==> src/rtl/ps2_key_decoder.sv <==
// PS/2 keyboard receiver producing the 11-bit ps2_key event word.
// Conditions the raw pins, frames bytes and folds prefixes into events.
module ps2_key_decoder #(
  parameter int CLK_HZ     = 32000000,
  parameter int FILTER_LEN = 8,
  parameter int TIMEOUT_US = 2000
) (
  input  logic        clk,
  input  logic        reset_n,
  input  logic        ps2_clk,
  input  logic        ps2_data,
  output logic [10:0] ps2_key,
  output logic        err
);

  localparam int TIMEOUT = CLK_HZ / 1000000 * TIMEOUT_US;
  localparam int TW      = $clog2(TIMEOUT + 1);
  localparam int FW      = $clog2(FILTER_LEN + 1);

  localparam logic [TW-1:0] TO_LAST = TW'(TIMEOUT - 1);
  localparam logic [FW-1:0] FL_LAST = FW'(FILTER_LEN - 1);

  typedef enum logic [1:0] {
    S_IDLE,
    S_DATA,
    S_PAR,
    S_STOP
  } state_t;

  logic          r_c1;
  logic          r_c2;
  logic          r_d1;
  logic          r_d2;
  logic          r_filt;
  logic [FW-1:0] r_fcnt;
  logic          r_fall;

  state_t        r_state;
  logic [2:0]    r_bcnt;
  logic [7:0]    r_shift;
  logic          r_par;
  logic [TW-1:0] r_tcnt;
  logic          r_bstb;
  logic [7:0]    r_byte;
  logic          r_err;

  logic          r_ext;
  logic          r_rel;
  logic [2:0]    r_skip;
  logic [10:0]   r_key;

  logic          w_par_ok;

  assign w_par_ok = ^{r_par, r_shift};
  assign ps2_key  = r_key;
  assign err      = r_err;

  // Two-stage synchronisers on both raw pins (idle-high bus)
  always_ff @(posedge clk or negedge reset_n) begin
    if (!reset_n) begin
      r_c1 <= 1'b1;
      r_c2 <= 1'b1;
      r_d1 <= 1'b1;
      r_d2 <= 1'b1;
    end else begin
      r_c1 <= ps2_clk;
      r_c2 <= r_c1;
      r_d1 <= ps2_data;
      r_d2 <= r_d1;
    end
  end

  // Deglitch the clock: accept a new level after FILTER_LEN samples
  always_ff @(posedge clk or negedge reset_n) begin
    if (!reset_n) begin
      r_filt <= 1'b1;
      r_fcnt <= '0;
      r_fall <= 1'b0;
    end else if (r_c2 != r_filt) begin
      if (r_fcnt == FL_LAST) begin
        r_filt <= r_c2;
        r_fcnt <= '0;
        r_fall <= ~r_c2;
      end else begin
        r_fcnt <= r_fcnt + 1'b1;
        r_fall <= 1'b0;
      end
    end else begin
      r_fcnt <= '0;
      r_fall <= 1'b0;
    end
  end

  // Frame FSM: start, 8 data bits LSB first, odd parity, stop
  always_ff @(posedge clk or negedge reset_n) begin
    if (!reset_n) begin
      r_state <= S_IDLE;
      r_bcnt  <= '0;
      r_shift <= '0;
      r_par   <= 1'b0;
      r_tcnt  <= '0;
      r_bstb  <= 1'b0;
      r_byte  <= '0;
      r_err   <= 1'b0;
    end else begin
      r_bstb <= 1'b0;
      r_err  <= 1'b0;
      if (r_fall) begin
        r_tcnt <= '0;
        unique case (r_state)
          S_IDLE: begin
            if (!r_d2) begin
              r_state <= S_DATA;
              r_bcnt  <= '0;
            end
          end
          S_DATA: begin
            r_shift <= {r_d2, r_shift[7:1]};
            r_bcnt  <= r_bcnt + 3'd1;
            if (r_bcnt == 3'd7) r_state <= S_PAR;
          end
          S_PAR: begin
            r_par   <= r_d2;
            r_state <= S_STOP;
          end
          S_STOP: begin
            r_state <= S_IDLE;
            if (r_d2 && w_par_ok) begin
              r_bstb <= 1'b1;
              r_byte <= r_shift;
            end else begin
              r_err <= 1'b1;
            end
          end
          default: r_state <= S_IDLE;
        endcase
      end else if (r_state != S_IDLE) begin
        if (r_tcnt == TO_LAST) begin
          r_state <= S_IDLE;
          r_tcnt  <= '0;
          r_err   <= 1'b1;
        end else begin
          r_tcnt <= r_tcnt + 1'b1;
        end
      end else begin
        r_tcnt <= '0;
      end
    end
  end

  // Fold prefixes into events; swallow Pause and protocol replies
  always_ff @(posedge clk or negedge reset_n) begin
    if (!reset_n) begin
      r_ext  <= 1'b0;
      r_rel  <= 1'b0;
      r_skip <= '0;
      r_key  <= '0;
    end else if (r_err) begin
      r_ext <= 1'b0;
      r_rel <= 1'b0;
    end else if (r_bstb) begin
      if (r_skip != 3'd0) begin
        r_skip <= r_skip - 3'd1;
      end else begin
        case (r_byte)
          8'hE1: begin
            r_skip <= 3'd7;
            r_ext  <= 1'b0;
            r_rel  <= 1'b0;
          end
          8'hE0: r_ext <= 1'b1;
          8'hF0: r_rel <= 1'b1;
          8'hFA, 8'hAA, 8'hEE,
          8'hFE, 8'h00, 8'hFF: begin
            r_ext <= 1'b0;
            r_rel <= 1'b0;
          end
          default: begin
            r_key <= {~r_key[10], ~r_rel, r_ext, r_byte};
            r_ext <= 1'b0;
            r_rel <= 1'b0;
          end
        endcase
      end
    end
  end

endmodule

==> config.mk <==
export PLATFORM = sky130hd
export DESIGN_NAME = ps2_key_decoder
export DESIGN_NICKNAME = d
export VERILOG_FILES = /design/src/rtl/ps2_key_decoder.sv
export SDC_FILE = /design/constraint.sdc
export NUM_CORES = 1
export LEC_CHECK = 0
export CORE_ASPECT_RATIO = 0.8
export CORE_UTILIZATION = 30
export CTS_BUF_LIST = sky130_fd_sc_hd__clkbuf_4
export DETAILED_ROUTE_END_ITERATION = 12
export PLACE_DENSITY = 0.57
export SLEW_MARGIN = 20
export SYNTH_ARGS = -nofsm -noshare
export SYNTH_HDL_FRONTEND = slang
export SYNTH_SLANG_ARGS = --single-unit
==> constraint.sdc <==
create_clock -name clk -period 2.55 [get_ports clk]
set_clock_uncertainty 0.05 [all_clocks]
set_input_delay 0.51 -clock clk [delete_from_list [all_inputs] [get_ports clk]]
set_output_delay 0.51 -clock clk [all_outputs]
set_load 0.02 [all_outputs]
==> impl_metrics.yaml <==
outcome:
  outcome: "complete, no violations"
die:
  row_count: 31
  coreArea_um2: 9270
  die_x_um: 113
  die-area_um2: 10200
  io_pins: 16
  initial_core_util: 0.317
  die_h_um: 90.6
logic_synthesis:
  synth_top_family_by_area: "simple AND/OR/NAND/NOR gates"
  netlist_instances: 241
  yosysSeqAreaShare: 0.564
  synth_cell_types: 37
  syn_area_um2: 2940
  synth_area_leaders: "dfrtp_1 52%, mux2_2 11%, dfstp_2 4.5%"
  async_flop_share: 1.00
  synth_fa_ha_area_frac: 0.0425
  yosys.area_share.simple: 0.137
  synthMuxAreaShare: 0.117
  synth-seq-cells: 66
  ys_warn_count: 0
  synth_compound_area_frac: 0.0442
  syn-num-nets: 255
  syn_avg_cell_area_um2: 12.2
  yosys.area.top_type: "dfrtp_1"
  synth_ff_type: "dfrtp_1"
  synth_xor_area_frac: 0.0787
  synth_top_area_frac: 0.519
  synth-edff-count: 0
global_routing:
  overflow: 0
  antenna_found_initial: 0
  grt.total_usage: 0.111
  grt_max_degree: 40
  grt_first_pass_wirelength_um: 8760
  grt_pass1_vias: 1815
layout:
  final.fill_count: 913
  multi_input_area_um2: 1240
  antenna_cells: 0
  drive_gt1_frac: 0.196
  regArea_um2: 1660
  layout_common_cells: "61 x dfrtp_1, 28 x mux2_2, 25 x nor2_1"
  fin_nets: 280
  layout_commonest_cell: "dfrtp_1"
  synthToLayoutAreaGrowth_pct: 14.2
  design_area_um2: 3360
place:
  dpl.hpwl_um: 3370
  place_ws_ns: 0.549
  io_buffers: 15
  placed_cell_area_um2: 3240
  gp_congestion: 0.695
critical_path:
  cp.required_ns: 1.99
  cp_top_family: "buffers and inverters"
  critical_path.cell_chain: "clkdlybuf4s50_1"
  cpPeakStageDelay_ns: 0.64
  path_buf_inv: 1
  worstSetupStartpointType: "flip-flop"
  crit_fanout: 5
  slowest_stage: "clkdlybuf4s50_1"
  end_kind: "primary output"
  path_class: "flip-flop to primary output"
  arrival_ns: 1.50
clocking:
  clock_latency_ns: 0.42
  clock_path_buffers: 2
  h-tree-depth: 3
  cts.reportedPaths.clkPinSlew_ns: 0.11
  ctsResizeCount: 0
  clockRootBuffer: "clkbuf_4"
  clock_sinks: 66
  cts_buffers: 9
  cts_tree: "yes"
sta:
  finalSetupTns_ns: 0
  worstMarginPinSlew_ns: 0.484
  fin_ws_ns: 0.494
  hold_viol: 0
  finalMaxSlewViolations: 0
  rsz0062_at_grt: "false"
  max_slew_margin: 0.677
  setup_violations: 0
  finalCritPeriodShare: 0.806
  finalCriticalPeriod_ns: 2.06
  max_freq_mhz: 486
power:
  peakVddDrop_mv: 0.374
  power.total_mw: 1.76
  p_per_area_nw_per_um2: 524
  leakage_nw: 1.58
detailed_routing:
  drtPass1Iterations: 4
  drt_iter0_markers: 88
  viasPerCell: 4.74
  wire_per_inst_um: 12.7
  drtAntennaViolNets: 0
  drcViolationCount: 0
  dr_total_vias: 1830
  wl_um: 4900
flow_run:
  cap_violations: 0
min_path:
  hold_class: "flip-flop to flip-flop"
-- where the power goes --
part / switching [mW] / internal [mW]
Combinational: 0.0460 / 0.0400
Clock: 0.359 / 0.210
Sequential: 0.0221 / 1.08
Total: 0.428 / 1.33
-- state kept, by name, summed over array words and instances (netlist names) --
signal and count:
r_par 1, r_bcnt 3, ps2_key 11, r_d1 1, r_tcnt 16, r_filt 1
r_fcnt 4, r_fall 1, r_skip 3, r_c1 1, r_shift 8, r_byte 8
r_ext 1, r_rel 1, r_c2 1, err 1, r_d2 1, r_state 2
r_bstb 1
-- layout make-up --
cell class / instances / share of cell area
Sequential cell: 66 / 0.494
Multi-Input combinational cell: 163 / 0.368
Timing Repair Buffer: 19 / 0.0566
Tap cell: 115 / 0.0428
Clock buffer: 11 / 0.0246
Inverter: 7 / 0.00782
Clock inverter: 5 / 0.00633
-- worst reg2reg max path, stage by stage (launching register included) --
cell and delay [ns]:
dfrtp_1 0.44, xnor2_1 0.23, xnor3_1 0.38, xnor2_2 0.24, nand4_4 0.20, mux2_2 0.34
-- synth_stat cells, drive strengths merged, types with 5 or more instances --
cell type	number
inv	7
and3	6
nand3	7
dfrtp	61
dfstp	5
mux2	28
xnor2	12
o21ai	5
ha	10
nor2	25
nand2	15
xor2	11
-- worst paths after layout --
check,startpoint,end,slack [ns],cells past startpoint
worst max register to register,r_shift[6]$_DFFE_PN0P_,r_byte[1]$_DFFE_PN0P_,0.57,5
min in group asynchronous,reset_n,r_fcnt[0]$_DFF_PN0_,0.44,2
worst min register to register,r_d1$_DFF_PN1_,r_d2$_DFF_PN1_,0.31,0
worst min-delay path,r_d1$_DFF_PN1_,r_d2$_DFF_PN1_,0.31,0
max in group asynchronous,reset_n,r_d2$_DFF_PN1_,1.49,3
worst max-delay path,err$_DFF_PN0_,err,0.49,1
-- cells by family (layout without fill, tap and decap cells) --
kind of cell             after synthesis  after routing
buffers and inverters                 12             42
XOR/XNOR                              24             24
adder cells (fa/ha/maj)               10             10
flip-flops                            66             66
AND/OR/NAND/NOR                       78             78
multiplexers                          31             31
AO/OA/AOI/OAI                         20             20
-- metal layers --
layer	part of all wire	vias up	wire, um	global-route usage
met5	0	-	0	0
met4	0.018	0	87	0.0500
met3	0.043	9	209	0.0470
met2	0.41	25	2030	0.151
met1	0.53	904	2570	0.152
li1	-	892	-	-
-- stage by stage --
step	util	instances	hold slack, ns
after floorplan	-	241	0.164
after global placement	0.350	369	0.298
after detailed placement	0.350	369	0.297
after CTS	0.362	386	0.311
after global routing	0.362	386	0.317
final	0.362	386	0.310
-- what timing repair did --
| item | CTS | global route |
|---|---|---|
| buffers inserted | 0 | 0 |
| endpoints found under the hold margin | 4 | 0 |
| hold buffers | 1 | 0 |
Note: power is estimated with default switching activity, not from simulation.
